<file path="src/rtl/mul_pkg.sv">
// mul_pkg: shared definitions for the HI/LO multiply stage.
//   - state_t     : FSM state encoding (IDLE/CALC/WB)
//   - LAT_DEFAULT : default number of multiplier settle cycles
//   - LAT_MAX     : largest supported settle count
//   - CNT_W       : width of the settle-cycle counter
//   - prod_t      : 64-bit product type
//   - abs32()     : magnitude of a 32-bit operand for MULT/MULTU
package mul_pkg;

  typedef enum logic [1:0] {
    IDLE = 2'd0,
    CALC = 2'd1,
    WB   = 2'd2
  } state_t;

  localparam int LAT_DEFAULT = 1;
  localparam int LAT_MAX     = 8;
  localparam int CNT_W       = $clog2(LAT_MAX) + 1;

  typedef logic [63:0] prod_t;

  // |-2^31| is 0x8000_0000, which still fits as an unsigned 32-bit value.
  function automatic logic [31:0] abs32(input logic [31:0] x, input logic is_signed);
    return (is_signed && x[31]) ? (~x + 32'd1) : x;
  endfunction

endpackage

</file>
<file path="src/rtl/hilo_mul_unit_multu.sv">
// MULTU: existing unsigned 32x32 -> 64 combinational multiplier.
// Ports:
//   clk, reset : present for drop-in compatibility, no internal state
//   a, b       : unsigned 32-bit operands
//   p          : 64-bit unsigned product
module MULTU
  import mul_pkg::*;
(
  input  logic        clk,
  input  logic        reset,
  input  logic [31:0] a,
  input  logic [31:0] b,
  output prod_t       p
);

  // Clock and reset are deliberately unused: the multiplier is purely combinational.
  wire unused_ok = &{1'b0, clk, reset};

  assign p = {32'd0, a} * {32'd0, b};

endmodule

</file>
<file path="src/rtl/hilo_mul_unit.sv">
// hilo_mul_unit: multi-cycle MULT/MULTU control and architectural HI/LO.
// Operands are reduced to magnitudes at issue, multiplied by MULTU over LAT
// settle cycles, then the 64-bit product is sign-corrected and committed.
// Ports:
//   clk, reset (async, active-low)
//   start, sign, a, b : multiply issue (sampled only in IDLE)
//   mthi, mtlo, wdata : HI/LO moves, honoured only when not busy
//   hi, lo            : architectural HI/LO
//   busy              : multiply in flight (state != IDLE)
//   done              : one-cycle pulse when a new result first shows on hi/lo
//   dbg_state         : current FSM state
// Handshake: the pipeline stalls while busy=1; start/mthi/mtlo are only
// acted on in a cycle where busy=0, and done marks the first cycle in which
// the committed result is visible.
// LAT must lie in 1..LAT_MAX.
module hilo_mul_unit
  import mul_pkg::*;
#(
  parameter int LAT = LAT_DEFAULT
) (
  input  logic        clk,
  input  logic        reset,
  input  logic        start,
  input  logic        sign,
  input  logic [31:0] a,
  input  logic [31:0] b,
  input  logic        mthi,
  input  logic        mtlo,
  input  logic [31:0] wdata,
  output logic [31:0] hi,
  output logic [31:0] lo,
  output logic        busy,
  output logic        done,
  output logic [1:0]  dbg_state
);

  state_t             state_q, state_d;
  logic [CNT_W-1:0]   cnt_q, cnt_d;
  logic [31:0]        ma_q, ma_d;
  logic [31:0]        mb_q, mb_d;
  logic               neg_q, neg_d;
  prod_t              prod_q, prod_d;
  logic [31:0]        hi_q, hi_d;
  logic [31:0]        lo_q, lo_d;
  logic               done_q, done_d;
  prod_t              mul_p;

  MULTU u_multu (
    .clk   (clk),
    .reset (reset),
    .a     (ma_q),
    .b     (mb_q),
    .p     (mul_p)
  );

  always_comb begin
    state_d = state_q;
    cnt_d   = cnt_q;
    ma_d    = ma_q;
    mb_d    = mb_q;
    neg_d   = neg_q;
    prod_d  = prod_q;
    hi_d    = hi_q;
    lo_d    = lo_q;
    done_d  = 1'b0;
    case (state_q)
      IDLE: begin
        // Moves commit even alongside start; WB later overwrites them.
        if (mthi) hi_d = wdata;
        if (mtlo) lo_d = wdata;
        if (start) begin
          ma_d    = abs32(a, sign);
          mb_d    = abs32(b, sign);
          neg_d   = sign & (a[31] ^ b[31]);
          cnt_d   = '0;
          state_d = CALC;
        end
      end
      CALC: begin
        if (cnt_q == CNT_W'(LAT - 1)) begin
          prod_d  = mul_p;
          state_d = WB;
        end else begin
          cnt_d = cnt_q + CNT_W'(1);
        end
      end
      WB: begin
        // Two's-complement negate mod 2^64; a zero product stays zero.
        {hi_d, lo_d} = neg_q ? (~prod_q + 64'd1) : prod_q;
        done_d       = 1'b1;
        state_d      = IDLE;
      end
      default: state_d = IDLE;
    endcase
  end

  always_ff @(posedge clk or negedge reset) begin
    if (!reset) begin
      state_q <= IDLE;
      cnt_q   <= '0;
      ma_q    <= '0;
      mb_q    <= '0;
      neg_q   <= 1'b0;
      prod_q  <= '0;
      hi_q    <= '0;
      lo_q    <= '0;
      done_q  <= 1'b0;
    end else begin
      state_q <= state_d;
      cnt_q   <= cnt_d;
      ma_q    <= ma_d;
      mb_q    <= mb_d;
      neg_q   <= neg_d;
      prod_q  <= prod_d;
      hi_q    <= hi_d;
      lo_q    <= lo_d;
      done_q  <= done_d;
    end
  end

  assign hi        = hi_q;
  assign lo        = lo_q;
  assign busy      = (state_q != IDLE);
  assign done      = done_q;
  assign dbg_state = state_q;

endmodule
</file>
<file path="config.mk">
export PLATFORM = sky130hd
export DESIGN_NAME = hilo_mul_unit
export DESIGN_NICKNAME = d
export VERILOG_FILES = /design/src/rtl/mul_pkg.sv /design/src/rtl/hilo_mul_unit_multu.sv /design/src/rtl/hilo_mul_unit.sv
export SDC_FILE = /design/constraint.sdc
export NUM_CORES = 2
export LEC_CHECK = 0
export CAP_MARGIN = 20
export CORE_UTILIZATION = 65
export CTS_BUF_LIST = sky130_fd_sc_hd__clkbuf_8
export DETAILED_ROUTE_END_ITERATION = 8
export GPL_ROUTABILITY_DRIVEN = 0
export PLACE_DENSITY = 0.81
export SETUP_SLACK_MARGIN = 0.4
export SLEW_MARGIN = 5
export SYNTH_ARGS = -nofsm -noshare
export SYNTH_HDL_FRONTEND = slang
export SYNTH_SLANG_ARGS = --single-unit
</file>
<file path="constraint.sdc">
create_clock -name clk -period 9.3 [get_ports clk]
set_clock_uncertainty 0.2 [all_clocks]
set_input_delay 1.86 -clock clk [delete_from_list [all_inputs] [get_ports clk]]
set_output_delay 1.86 -clock clk [all_outputs]
set_load 0.01 [all_outputs]
</file>
# == Word level (Yosys, flattened, before mapping) ==
# Index checks and enable logic that the tools add are counted.
# W data, S select, Z words.
# word_totals
register_bits,200
word_cells,53
# classes
n_addsub,4
n_mul,1
n_eq_ne,7
mux,14
n_bitwise,5
reduce_logical,13
# ops
op,count
$mux W32,4
$pmux W32 S2,2
$add A32 B1 Y32 const B,2
$add A64 B1 Y64 const B,1
$mul A32 B32 Y64,1
$mux W64,1
$not A32 Y32,2
$not A64 Y64,1
$ne A2 B2 Y1 const B,5
$reduce_and A2 Y1,5
$mux W4,2
$pmux W4 S2,1
$reduce_bool A2 Y1,3
$add A4 B1 Y4 const B,1
$logic_not A4 Y1,1
$mux W2,2
$pmux W2 S2,1
$reduce_and A3 Y1,1
$eq A2 B1 Y1 const B,1
$eq A2 B2 Y1 const B,1
$logic_and A1 B1 Y1,2
$logic_not A2 Y1,1
$and A1 B1 Y1,1
$mux W1,1
$xor A1 B1 Y1,1

# == Longest topological paths before layout ==
# logic_depth
ltp_word,4
mapped_depth,28
ltp_nobuf,26

# == By module ==
# A second synthesis with hierarchy kept.
# hier_totals
cells_unflattened,4930
hier_area_um2,43992.2
# by_module_without_submodules
mod,n_inst,cells_each,area_each_um2,seq_area_each_um2
MULTU,1,3716,33413.3,0.0
hilo_mul_unit,1,1214,10578.9,5004.8

# == Worst setup path before layout ==
# OpenSTA, ideal clock, no wires.
# synth_timing
path_type,register to register
start,register mb_q[8]
end,register prod_q[62]
setup_ns,0.069
arrival_time_ns,7.077
t_required_ns,9.031
setup_slack_ns,1.953
path_stages_with_launch,27
path_buffers,2
period_less_slack_ns,7.347
path_cell_list,dfrtp_1 > clkbuf_1 > and2_1 > fa_1 > fa_1 > inv_1 > fa_1 > fa_1 > inv_1 > fa_1 > fa_1 > fa_1 > inv_1 > fa_1 > inv_1 > ha_1 > clkbuf_1 > nand4_1 > or2_2 > o22ai_1 > nor3_1 > o211ai_1 > a211oi_1 > nor2_1 > a21oi_1 > or4_1 > nand3_1
# synth_between
elab_chain_cells,1
# synth_lines
item,line,rtl
"start, declared",hilo_mul_unit.sv:40,"logic [31:0] mb_q, mb_d;"
"start signal, assigned",hilo_mul_unit.sv:112,mb_q <= mb_d;
$mul A32 B32 Y64,hilo_mul_unit_multu.sv:19,"assign p = {32'd0, a} * {32'd0, b};"
"end signal, assigned",hilo_mul_unit.sv:114,prod_q <= prod_d;
"end, declared",hilo_mul_unit.sv:42,"prod_t prod_q, prod_d;"
# Every way passes these cells.
# A chain may end at the register's enable or synchronous reset.

# == Final worst setup path ==
# layout_timing
start,register ma_q[6]
end,register prod_q[60]
# layout_between
elab_chain_cells,1
# layout_lines
item,line,rtl
"start, declared",hilo_mul_unit.sv:39,"logic [31:0] ma_q, ma_d;"
"start signal, assigned",hilo_mul_unit.sv:111,ma_q <= ma_d;
$mul A32 B32 Y64,hilo_mul_unit_multu.sv:19,
# Every way passes these cells.

==> flow_summary_export.csv <==
group,metric,value,unit
timing,period_share,91.2,%
timing,final.min_clock_period,8.48,ns
synth,yosys.area.top_type,"fa_1",
synth,synth_area_leaders,"fa_1 (41%), dfrtp_1 (12%), and2_1 (8.4%)",
critical_path,endpoint,"prod_q[60]",
route,antenna_left,0,
critical_path,worst-setup-path-type,"reg2reg",
critical_path,startpoint_type,"flop",
clocking,clock_latency,0.59,ns
critical_path,critical_path_arrival,8.71,ns
timing,slew_violations,0,
route,vias,33500,
route,met1_length,41900,um
timing,tightest_slew,1.00,ns
synth,synthesis.nets,6092,
critical_path,critPathCaptureType,"flop",
timing,setup_viol,0,
timing,tns,0,ns
grt,grt_usage,35.4,%
run_status,run_status,"finished clean",
synth,syn_area,0.0435,sq mm
route,post_drt_via_cell_ratio,5.89,
timing,fmax,118,MHz
clocking,cts_max_level,4,
synth,synth-seq-cells,200,
synth,synthCells,4826,
placement,dp_hpwl,92100,um
clocking,path_clk_slew,0.14,ns
die,fp.dieH,261,um
grt,first_global_vias,35400,
synth,syn_area_per_cell,9.01,sq um
die,initial_utilization,65.9,%
placement,io_buffer_count,169,
die,std_cell_rows,94,
grt,grt-ovfl-total,0,
synth,yosysSeqAreaShare,11.5,%
synth,netlist.area_leader.share,41.2,%
route,drc,0,
final_layout,drive_gt1_share,3.52,%
die,die_w,261,um
critical_path,r2r-end,"prod_q[60]",
critical_path,crit_fanout,22,
critical_path,r2r_start,"ma_q[6]",
critical_path,rrSetupSlack,0.82,ns
clocking,cts_root_buf,"clkbuf_8",
final_layout,fin_nets,6076,
grt,antenna_found_initial,1,
final_layout,fillers,4929,
die,core,0.0660,sq mm
clocking,cts_buffers,17,
grt,grt_start_max_net_pins,116,
route,dr_wl_met2,56600,um
final_layout,areaGrowthSynthToFinish,6.63,%
timing,rsz0062_at_grt,"false",
clocking,clock_sinks,200,
synth,ys_types,71,
die,pin_count,170,
worst_hold_path,hp-class,"reg2reg",
critical_path,reg2reg_depth,25,
timing,worst_slack,0.816,ns
route,highest_layer,"met4",
route,wl_per_cell,20.0,um
route,routed_wl,114000,um
clocking,cts_buffer_depth,2,
route,drt_iter0_drc,2920,
grt,grt_pass1_wl,186000,um
timing,relSlewSlack,33.0,%
placement,dp_slack,0.706,ns
clocking,post-cts-setup-buffers,0,
critical_path,worstPathRequired,9.53,ns
critical_path,crit_path_start,"ma_q[6]",
die,die_area,0.0680,sq mm
synth,synth-main-ff-cell,"dfrtp_1",
route,wl_met3,8280,um
clocking,cts_tree,"done",
flow_run,cap_violations,0,
synth,synth_warnings,0,
synth,synth-edff-count,0,
synth,ys_async_sr_fraction,100,%
timing,hold_viol,0,
route,firstDrtPassIters,6,
-- sequential cells by signal, summed over array words and instances, names as in the netlist --
name and flops:
ma_q 32, lo 32, done 1, cnt_q 4, neg_q 1, hi 32
prod_q 64, mb_q 32, dbg_state 2
-- worst max-delay path: stages (launching register included) --
cell and delay, ns:
dfrtp_1 0.73, buf_4 0.39, nand2_1 0.13, fa_1 0.54, inv_1 0.05, fa_1 0.36, inv_1 0.07, fa_1 0.45
fa_1 0.51, inv_1 0.05, fa_1 0.48, fa_1 0.59, inv_1 0.06, fa_1 0.36, inv_1 0.08, fa_1 0.45
ha_1 0.41, a21oi_1 0.35, o21ai_0 0.22, o311ai_0 0.36, o211ai_1 0.28, a211oi_1 0.52, o21ai_0 0.21, a21oi_1 0.21
xor2_1 0.18, o21ai_0 0.09
-- metrics by stage --
step	area (sq um)	instances	utilization, %	hold WS, ns
after detailed placement	45800	5651	69.4	0.266
after global placement	45800	5649	69.3	0.261
final	46400	5688	70.3	0.293
after CTS	46300	5683	70.1	0.298
after global routing	46400	5688	70.3	0.314
after floorplan	43500	4826	-	0.269
-- how the worst min path moves through the flow --
stage	from	to	slack, ns	depth (start not counted)
2_1_floorplan	prod_q[63]	prod_q[63]	0.27	2
3_3_place_gp	hi[6]	hi[6]	0.26	2
3_5_place_dp	hi[7]	hi[7]	0.27	2
4_1_cts	hi[7]	hi[7]	0.30	2
5_1_grt	lo[3]	lo[3]	0.31	2
6_report	hi[7]	hi[7]	0.29	2
-- layout make-up --
type | instances | area, sq um | area share, %
multi-input cells | 3466 | 34100 | 73.6
flip-flops and latches | 200 | 5030 | 10.8
inverters | 876 | 3290 | 7.09
repair buffers | 249 | 2400 | 5.17
well taps | 864 | 1080 | 2.33
clock buffers | 17 | 234 | 0.505
clock inverters | 15 | 221 | 0.478
diodes | 1 | 2.50 | 0.00540
-- layer usage --
metal / track usage, % / vias up
met1: 44.4 / 17100
met3: 5.12 / 413
met2: 59.0 / 1506
met4: 20.2 / 0
li1: - / 14500
met5: 0 / -
-- layout by cell type (no fill, tap or decap), drive strengths merged, types with 4 or more instances in the layout --
cell / count
xnor2: 94
a21o: 43
xor2: 86
nand2: 700
o21a: 8
o31ai: 63
o22ai: 5
a21oi: 124
a31oi: 12
a21boi: 5
dfrtp: 200
nand2b: 16
or3: 16
ha: 268
and2: 585
o211ai: 4
nor2b: 11
clkbuf: 18
a211oi: 4
clkinv: 6
o41ai: 16
inv: 885
o21ai: 221
mux2: 4
nand3: 16
or4: 12
fa: 896
mux2i: 5
nand4: 31
clkdlybuf4s50: 168
buf: 80
o21bai: 11
nor2: 125
or2: 9
a22oi: 7
and3: 9
nor4: 13
nor3: 21
-- synth_stat cells (4+ instances only) --
master	number
mux2_2	4
a21boi_0	5
o21ai_0	215
nand3_1	16
a21oi_1	124
ha_1	268
o211ai_1	4
inv_1	875
buf_1	4
nand2_1	700
xnor2_1	94
nand4_1	29
o21bai_1	11
o22ai_1	5
fa_1	896
o21ai_1	6
clkbuf_1	275
buf_6	4
a211oi_1	4
nor2b_1	11
or4_1	11
dfrtp_1	200
o31ai_1	60
or2_2	4
nand2b_1	16
and2_1	583
a22oi_1	7
xor2_1	86
or3_4	6
o41ai_1	15
nor4_1	11
a31oi_1	12
nor3_1	18
mux2i_1	5
or3_1	9
o21a_1	8
and3_1	9
nor2_1	124
a21o_1	43
-- logic make-up after synthesis --
kind of cell	Yosys count	synth area share [%]
xor+xnor	180	3.62
buf+inv	1160	10.1
compound gates	541	7.54
mux	9	0.219
simple gates	1572	18.1
fa+ha+maj	1164	49.0
flops	200	11.5
-- repair_timing --
| item | in CTS | in global routing |
|---|---|---|
| resized for setup | 0 | 18 |
| endpoints found under the setup margin | 0 | 6 |
| hold buffers | 0 | 0 |
Power is left out: the tool's default activity adds up to more than one toggle a clock period on the data nets, which glitch-free logic cannot reach.
